<file path="config.mk">
export PLATFORM = sky130hd
export DESIGN_NAME = wrr_pop_sched
export DESIGN_NICKNAME = d
export VERILOG_FILES = /design/src/rtl/wrr_pop_sched.sv
export SDC_FILE = /design/constraint.sdc
export NUM_CORES = 1
export LEC_CHECK = 0
export BUFFER_PORTS_ARGS = -buffer_cell sky130_fd_sc_hd__buf_2
export CAP_MARGIN = 20
export CORE_MARGIN = 5
export CORE_UTILIZATION = 45
export DETAILED_ROUTE_END_ITERATION = 7
export PLACE_DENSITY_LB_ADDON = 0.08
export SETUP_SLACK_MARGIN = 0.1
export SLEW_MARGIN = 20
export SYNTH_ARGS = -nofsm -noshare
export SYNTH_HDL_FRONTEND = slang
export SYNTH_SLANG_ARGS = --single-unit
export TNS_END_PERCENT = 100
</file>
<file path="constraint.sdc">
create_clock -name clk -period 2.75 [get_ports clk]
set_clock_uncertainty 0.2 [all_clocks]
set_input_delay 0.275 -clock clk [delete_from_list [all_inputs] [get_ports clk]]
set_output_delay 0.275 -clock clk [all_outputs]
set_load 0.03 [all_outputs]
</file>
<file path="src/rtl/wrr_pop_sched.sv">
// Weighted round-robin pop scheduler: drains four FIFOs in order 0..3, popping up to
// a per-queue quantum each visit. Outputs are Mealy so pops react to same-cycle empty/out_af.
module wrr_pop_sched (
  input  logic        clk,
  input  logic        reset,
  input  logic [11:0] weight,
  input  logic [3:0]  empty,
  input  logic        out_af,
  output logic [3:0]  pop,
  output logic [1:0]  pop_id,
  output logic        valid
);

  typedef enum logic {SCAN, SERVE} st_t;

  st_t            st, st_n;
  logic [1:0]     cur, cur_n;
  logic [2:0]     credit, credit_n;
  logic [3:0][2:0] wq;
  logic [2:0]     w;
  logic           emp;
  logic           elig;

  assign wq  = weight;
  assign w   = wq[cur];
  assign emp = empty[cur];

  always_ff @(posedge clk) begin
    if (!reset) begin
      st     <= SCAN;
      cur    <= 2'd0;
      credit <= 3'd0;
    end else begin
      st     <= st_n;
      cur    <= cur_n;
      credit <= credit_n;
    end
  end

  always_comb begin
    elig     = 1'b0;
    st_n     = st;
    cur_n    = cur;
    credit_n = credit;
    // elig stays low under reset, which forces pop/valid to zero.
    if (reset && !out_af) begin
      case (st)
        SCAN: begin
          if (w == 3'd0 || emp) begin
            cur_n = cur + 2'd1;
          end else begin
            elig = 1'b1;
            if (w == 3'd1) begin
              cur_n = cur + 2'd1;
            end else begin
              credit_n = w - 3'd1;
              st_n     = SERVE;
            end
          end
        end
        SERVE: begin
          if (emp) begin
            // Queue ran dry mid-burst: drop the leftover credit and move on.
            cur_n    = cur + 2'd1;
            credit_n = 3'd0;
            st_n     = SCAN;
          end else begin
            elig     = 1'b1;
            credit_n = credit - 3'd1;
            if (credit == 3'd1) begin
              cur_n = cur + 2'd1;
              st_n  = SCAN;
            end
          end
        end
        default: st_n = SCAN;
      endcase
    end
  end

  assign valid  = elig;
  assign pop    = elig ? (4'b0001 << cur) : 4'b0000;
  assign pop_id = reset ? cur : 2'd0;

endmodule

</file>
==> run summary <==
Vias in the first global route - 644
Max stage delay on crit path - 410 ps
Post-route DRC - 0
Req. time, crit path - 2280 ps
Crit path top cell by count - ha_4
Die area - 2430 um^2
Critical Path Source Type - flip-flop
Comb pwr share - 58.8%
Worst IR Drop VDD - 286 uV
Crit Path Class - flip-flop to primary output
GRT overflow - 0
Compound-Gate Fraction of Synth Area - 19.5%
Clock Sinks - 6
Die height - 49.3 um
Yosys warns - 0
Minimum clock period - 2550 ps
RSZ-0062 raised after global routing - no
EDFF count, synth - 0
RR Startpoint - cur[0]$_SDFFE_PN0P_
Setup_tns - 0 ps
Syn Nets - 104
Commonest non-fill, non-tap cell in the layout - buf_2
Count of input and output buffers - 25
Worst setup EP type - primary output
Synthesized area per cell - 9.14 um^2
WP data arrival - 2080 ps
HPWL after detailed placement - 1250 um
Switching share of power - 41.2%
Worst slew margin - 72.7%
Number of antenna diodes - 0
Worst path slowest cell - a2111oi_4
CTS Buf Count - 3
Fmax - 0.392 GHz
Pwr/cell area - 552 nW/um^2
Drt initial violations - 16
Die W - 49.3 um
Adder-Cell Fraction of Synth Area - 16.2%
Sequential fraction of the synthesis area - 17.3%
Min-Delay Endpoint - credit[0]$_SDFFE_PN0P_
Starting Density - 46.6%
Reg2reg path depth - 6
Xor-xnor portion of the synthesized cell area - 0%
Clock transition at path regs - 50 ps
Io pins - 26
Largest net degree at the start of global routing - 9
Most frequent cells in the layout - buf_2, nand2_1, inv_1
Post-Syn Area - 694 um^2
Post-DRT Antenna Nets - 0
GRT Total Usage - 14.6%
PnR worst setup slack - 196 ps
Total core area - 1490 um^2
FF-to-FF End - cur[0]$_SDFFE_PN0P_
Mux share of post-synthesis cell area - 18.7%
Clk_lat worst skew - 250 ps
Crit path max fanout - 5
Drt via density - 5.30
Largest family of logic cells by synthesized area - simple AND/OR/NAND/NOR gates
Simple-gate share of the synthesized area - 20.0%
Sequential share of power - 24.9%
First-pass GRT wire length - 2790 um
Tightest Pin Transition - 409 ps
Setup Viol. Count Final - 0
GPL Wtd Cong - 0.777
Syn-to-layout area delta - 33.2%
Hold_ws - 131 ps
Worst min-delay path class - primary input to flip-flop
Fin. Hold Viols - 0
DP Worst Slack - 173 ps
CTS tree - done
Internal power - 300 uW
Htree depth - 1
Post-synthesis cell type count - 31
Ys flop type - dfxtp_1
Cell Area, Placed - 840 um^2
Hold Path Origin - reset
Total vias in the final route - 636
Pins Over Slew Limit - 0
Cells after Synth - 76
FF+latch count, synth - 6
Leakage - 0.440 nW
Post-synth ARST share - 0%
R2r setup slk - 310 ps
Max_cap viols - 0
DRT Pass-1 Iters - 4
# fillers - 150
Nets - 134
P_sw - 210 uW
Layout cell share with drive strength beyond 1 - 47.1%
CTS Buffer Depth - 2
Initial antenna violation count - 0
Final Instance Area - 925 um^2
Hold path depth - 2
WL final - 1560 um
# rows - 14
Crit path cell chain - mux4_1 > inv_2 > ha_4 > ha_4 > a2111oi_4 > and2_4 > buf_6
Clock power frac - 16.4%
Crit share post-route - 92.9%
Cts hold-fix bufs - 0
Drt wl/cell - 13.0 um
Status - completed
Root buffer cell - clkbuf_4
layout make-up:
cell class | count | area, um^2 | share of cell area, %
Multi-Input combinational cell | 57 | 548 | 59.3
Clock buffer | 3 | 22.5 | 2.44
Inverter | 10 | 37.5 | 4.06
Tap cell | 16 | 20.0 | 2.17
Sequential cell | 6 | 124 | 13.4
Timing Repair Buffer | 28 | 173 | 18.7
through the flow:
step	total power, mW	util (%)	instances
floorplan	0.336	-	76
global placement	0.392	56.4	116
detailed placement	0.395	56.4	116
CTS	0.508	61.4	120
global route	0.565	62.1	120
finish	0.510	62.1	120
flip-flops by register name (all words and copies together) (netlist names):
| name | cells |
|---|---|
| st | 1 |
| credit | 3 |
| cur | 2 |
routing by layer:
| layer | GRT usage, % | share of wire (%) | up-vias |
|---|---|---|---|
| met5 | 0 | 0 | - |
| met1 | 17.2 | 42 | 287 |
| met3 | 3.06 | 5.7 | 5 |
| met4 | 8.07 | 2.3 | 0 |
| met2 | 24.0 | 50 | 23 |
| li1 | - | - | 321 |
worst max-delay path by stage:
| stage | startpoint | end | slack [ps] | depth (start not counted) |
|---|---|---|---|---|
| after floorplan | cur[0]$_SDFFE_PN0P_ | pop[0] | 70 | 7 |
| after global placement | cur[0]$_SDFFE_PN0P_ | cur[0]$_SDFFE_PN0P_ | 200 | 6 |
| after detailed placement | cur[0]$_SDFFE_PN0P_ | cur[0]$_SDFFE_PN0P_ | 170 | 6 |
| after CTS | cur[0]$_SDFFE_PN0P_ | pop[0] | 110 | 7 |
| after global routing | cur[0]$_SDFFE_PN0P_ | pop[2] | 100 | 7 |
| final | cur[0]$_SDFFE_PN0P_ | pop[1] | 200 | 7 |
power groups by stage:
stage | registers, mW | logic, mW | clock network (mW)
floorplan | 0.119 | 0.218 | 0
global placement | 0.126 | 0.266 | 0
detailed placement | 0.126 | 0.269 | 0
CTS | 0.127 | 0.294 | 0.0874
global route | 0.131 | 0.340 | 0.0940
finish | 0.127 | 0.300 | 0.0836
critical path, delay by kind of cell, from the launching register on:
kind                       cells  cell delay (ps)
DFF                            1              360
muxes                          1              350
and+or+nand+nor                1              210
buffers and inverters          2              180
adders and majority gates      2              320
AOI/OAI and AO/OA              1              410
cells in the mapped netlist (2+ instances only):
master	instances	area (um^2)
dfxtp_1	6	120
mux4_1	2	52.6
a21oi_1	2	10.0
o21ai_0	3	15.0
inv_1	10	37.5
mux2i_1	4	40.0
ha_1	9	113
nand3_1	2	10.0
nor2_1	5	18.8
and2_1	4	25.0
nand2_1	9	33.8
what timing repair did:
item | in CTS | in global routing
pin swaps | 7 | 6
gates resized for setup | 19 | 2
buffers inserted | 1 | 0
endpoints found under the setup margin | 4 | 5
cell families (layout without fill, tap and decap cells):
family | count (synthesis) | after routing
muxes | 8 | 8
buffers and inverters | 13 | 41
and+or+nand+nor | 27 | 27
DFF | 6 | 6
AOI/OAI and AO/OA | 13 | 13
adders and majority gates | 9 | 9
Note: power is estimated with default switching activity, not from simulation.
